[src/rtl/regfile_scoreboard.sv]
// rtl/regfile_scoreboard.sv - 32x32 register file with per-register pending-write scoreboard; optional macro WB_BYPASS_EN
module regfile_scoreboard #(
  parameter int XLEN   = 32,
  parameter int PEND_W = 2
) (
  input  logic            clk,
  input  logic            rst,
  input  logic [4:0]      rd_wb,
  input  logic [XLEN-1:0] data_wb,
  input  logic            issue_valid,
  input  logic [4:0]      issue_rs1,
  input  logic [4:0]      issue_rs2,
  input  logic [4:0]      issue_rd,
  output logic [XLEN-1:0] rs1_data,
  output logic [XLEN-1:0] rs2_data,
  output logic            stall,
  output logic            issue_fire
);

  localparam logic [PEND_W-1:0] PEND_MAX = {PEND_W{1'b1}};
  localparam logic [PEND_W-1:0] PEND_ONE = PEND_W'(1);

  // Entry 0 of both arrays is only ever cleared, so x0 and pend[0] stay 0.
  logic [XLEN-1:0]   regs [32];
  logic [PEND_W-1:0] pend [32];

  logic        busy1;
  logic        busy2;
  logic        rd_full;
  logic [31:0] inc;
  logic [31:0] dec;

  // A source is busy while it has writes in flight; with bypass, the last
  // pending write retiring this cycle no longer blocks its consumer.
  function automatic logic src_busy(input logic [4:0] s);
    logic b;
    b = (s != 5'd0) && (pend[s] != '0);
`ifdef WB_BYPASS_EN
    if ((pend[s] == PEND_ONE) && (rd_wb == s)) b = 1'b0;
`endif
    return b;
  endfunction

  // Read port: x0 is hard zero; with bypass, a same-cycle writeback wins.
  function automatic logic [XLEN-1:0] read_port(input logic [4:0] a);
    logic [XLEN-1:0] v;
    v = (a == 5'd0) ? '0 : regs[a];
`ifdef WB_BYPASS_EN
    if ((a != 5'd0) && (rd_wb == a)) v = data_wb;
`endif
    return v;
  endfunction

  // Read data, hazard detection and issue handshake.
  always_comb begin
    rs1_data   = read_port(issue_rs1);
    rs2_data   = read_port(issue_rs2);
    busy1      = src_busy(issue_rs1);
    busy2      = src_busy(issue_rs2);
    rd_full    = (issue_rd != 5'd0) && (pend[issue_rd] == PEND_MAX);
    stall      = !rst && issue_valid && (busy1 || busy2 || rd_full);
    issue_fire = !rst && issue_valid && !stall;
  end

  // Per-register scoreboard events: a fired issue claims rd, a writeback retires one claim.
  always_comb begin
    inc = '0;
    dec = '0;
    for (int r = 1; r < 32; r++) begin
      inc[r] = issue_fire && (issue_rd == 5'(r));
      dec[r] = (rd_wb == 5'(r)) && (pend[r] != '0);
    end
  end

  // Register file commit and pending counter update.
  always_ff @(posedge clk) begin
    if (rst) begin
      for (int r = 0; r < 32; r++) begin
        regs[r] <= '0;
        pend[r] <= '0;
      end
    end else begin
      for (int r = 1; r < 32; r++) begin
        if (rd_wb == 5'(r)) regs[r] <= data_wb;
        if (inc[r] && !dec[r]) pend[r] <= pend[r] + PEND_ONE;
        else if (dec[r] && !inc[r]) pend[r] <= pend[r] - PEND_ONE;
      end
    end
  end

endmodule

[config.mk]
export PLATFORM = sky130hd
export DESIGN_NAME = regfile_scoreboard
export DESIGN_NICKNAME = d
export VERILOG_FILES = /design/src/rtl/regfile_scoreboard.sv
export SDC_FILE = /design/constraint.sdc
export NUM_CORES = 2
export LEC_CHECK = 0
export BUFFER_PORTS_ARGS = -buffer_cell sky130_fd_sc_hd__buf_4
export CAP_MARGIN = 20
export CORE_UTILIZATION = 57
export DETAILED_ROUTE_END_ITERATION = 10
export PLACE_DENSITY = 0.8
export SLEW_MARGIN = 20
export SYNTH_ARGS = -nofsm -noshare
export SYNTH_HDL_FRONTEND = slang
export SYNTH_SLANG_ARGS = --single-unit
[constraint.sdc]
create_clock -name clk -period 4 [get_ports clk]
set_clock_uncertainty 0.1 [all_clocks]
set_input_delay 0.8 -clock clk [delete_from_list [all_inputs] [get_ports clk]]
set_output_delay 0.8 -clock clk [all_outputs]
set_load 0.01 [all_outputs]
==> results.cfg <==
[synthesis]
synth_top_area_cell = edfxtp_1
synth_area_leaders = edfxtp_1 58%, mux4_2 24%, nor2_1 4.5%, mux2_2 2.7%, clkbuf_1 1.6%
syn_area_sq_um = 54200
postSynth.asyncResetShare = 0
synth.top_cell.area_share = 0.584
synth_seq_cells = 1054
synth_area_per_cell_sq_um = 16.0
ys_types = 71
synth-main-ff-cell = edfxtp_1
synth_cells = 3393
ys_warn_count = 0
synth_edf_count = 1054
ys_seq_area_frac = 0.584
synth_nets = 3449

[timing]
layout_worst_path_cycle_share = 0.983
worst_pin_slew_ns = 0.816
fmax_mhz = 254
slew-limit-headroom = 0.456
final-hold-violation-count = 0
finalCriticalPeriod_ns = 3.93
setup_viol = 0
rsz0062_at_grt = no
timing.hold.ws_ns = 0.528
drv_slew = 0

[route]
first_iter_violations = 6222
vias = 36000
drt-total-wl_um = 167000
antenna_left = 0
route.detailed.drc = 0
wire_per_inst_um = 34.0
viasPerCell = 7.34
drtPass1Iterations = 5

[clock_tree]
cts_tree = built
cts_made_buffers = 104
clock-sinks = 1054
clk_pin_slew_ns = 0.06
insertion_delay_ns = 0.69
htreeDepth = 3
max-clock-path-buffers = 3
cts-root-buf = clkbuf_16
ctsHoldBuffers = 0
post_cts.repair.setup_buffers = 0

[job]
drv_cap = 0

[power_and_ir_drop]
clockPowerShare = 0.356
vdd.ir_drop.worst_mv = 0.360
p_sw_w = 0.00679
power.density_nw_per_um2 = 440
pwr-share-comb = 0.147
swShare = 0.250
p_leak_nw = 20.8
p_int_w = 0.0204
p_seq_frac = 0.496

[floorplan]
core_area_sq_um = 93700
dieArea_sq_um = 96300
start_util = 0.578
rows = 112
io-pin-count = 121
die_x_um = 310
die_y_um = 310

[grt]
grt_pass1_wl_um = 240000
grt_overflow = 0
grt_pass1_vias = 36000
grt_usage = 0.353
antenna_found_initial = 1
grt_max_degree = 69

[cells_and_area]
post-route-util = 0.659
drive_gt1_frac = 0.360
seqCellArea_sq_um = 31700
final_nets = 3617
design_area_sq_um = 61800
nFillCells = 6081
layout_commonest_cell = edfxtp_1
multi_input_area_sq_um = 21400
layout_common_cells = 1054 x edfxtp_1, 655 x nor2_1, 588 x mux4_2
syn_to_final_growth_pct = 14.0

[status]
status = finished clean

[place]
dp_hpwl_um = 99800
port_buffers = 120
gp_congestion = 0.945
dpl_cell_area_sq_um = 58400

[hold_path]
hold_path.class = reg -> reg

[setup_path]
crit_path_max_fanout = 26
worst_setup_path_start_kind = input port
crit_required_ns = 3.10
arrival_ns = 3.03
crit_type = in -> out
worstSetupEndpointType = output port
[power groups by stage]
stage | Combinational (W) | Clock, W | Sequential (W)
3_5_place_dp | 0.00393 | 0 | 0.0137
2_1_floorplan | 0.00247 | 0 | 0.0135
5_1_grt | 0.00414 | 0.0101 | 0.0135
4_1_cts | 0.00396 | 0.00971 | 0.0135
3_3_place_gp | 0.00387 | 0 | 0.0136
6_report | 0.00401 | 0.00968 | 0.0135
[worst max-delay path: stages]
cell    delay [ns]
buf_8         0.25
buf_12        0.29
buf_4         0.19
mux4_2        0.51
mux4_2        0.47
mux2_2        0.31
buf_4         0.15
[sequential cells by signal, summed over array words and instances (netlist names)]
| register | cells |
|---|---|
| pend | 62 |
| regs | 992 |
[area by class of cell]
cell class                      count  area share
Antenna cell                        2   0.0000810
Clock buffer                      124      0.0437
Clock inverter                     69      0.0101
Inverter                           38     0.00235
Multi-Input combinational cell   1991       0.346
Sequential cell                  1054       0.512
Tap cell                         1254      0.0254
Timing Repair Buffer              372      0.0602
[cell families (layout without fill, tap and decap cells)]
logic type / after synthesis / after routing / share of synthesized area
compound gates: 215 / 215 / 0.0304
buf+inv: 348 / 603 / 0.0248
flops: 1054 / 1054 / 0.584
xor+xnor: 40 / 40 / 0.00647
fa+ha+maj: 1 / 1 / 0.000231
other cells: 0 / 2 / 0
simple gates: 996 / 996 / 0.0778
mux: 739 / 739 / 0.276
[cell usage after synthesis, types with 6 or more instances]
cell type     n
nand3b_1      7
nor4_1       10
nor2b_1      11
mux4_2      588
or2_2         6
edfxtp_1   1054
a211oi_1     18
mux2_2      131
buf_2        11
nor3b_1       6
clkbuf_1    224
inv_1        37
xnor2_1      26
or4_1        14
xor2_1       14
o22ai_1       6
mux2i_1      18
o31ai_1       9
nand3_1      47
nand2_1     141
nand2b_1     10
o21ai_0      33
a22o_1       68
nand4_1       8
or3_1        19
nor3_1       40
nor2_1      656
a21oi_1      23
buf_1        72
[metal layers]
layer	wire length, um	global-route usage	up-vias
li1	-	-	13900
met1	54100	0.460	18100
met2	77700	0.549	3281
met3	24100	0.0928	642
met4	10600	0.188	2
met5	13	0	-
[timing repair]
item / in CTS / in global routing
gates resized for setup: 0 / 2
hold endpoints to repair: 0 / 0
endpoints found under the setup margin: 0 / 2
[per-stage QoR]
stage               TNS (ns)  setup WS (ns)  instances  power [W]
floorplan             -0.200       -0.00763       3393     0.0160
global placement           0         0.0916       4709     0.0174
detailed placement         0         0.0659       4709     0.0176
CTS                        0         0.0617       4902     0.0271
global route               0        0.00458       4902     0.0278
finish                     0         0.0664       4904     0.0272
[final timing paths]
kind,start,to,slack (ns),cells past startpoint
setup / recovery,issue_rs1[0],rs1_data[14],0.07,7
hold reg to reg,pend[22][0]$_SDFFCE_PP0P_,pend[22][0]$_SDFFCE_PP0P_,0.53,1
setup reg to reg,pend[9][0]$_SDFFCE_PN0P_,pend[14][1]$_SDFFCE_PN0P_,0.56,11
hold / removal,pend[22][0]$_SDFFCE_PP0P_,pend[22][0]$_SDFFCE_PP0P_,0.53,1
(Power assumes the default switching activity.)
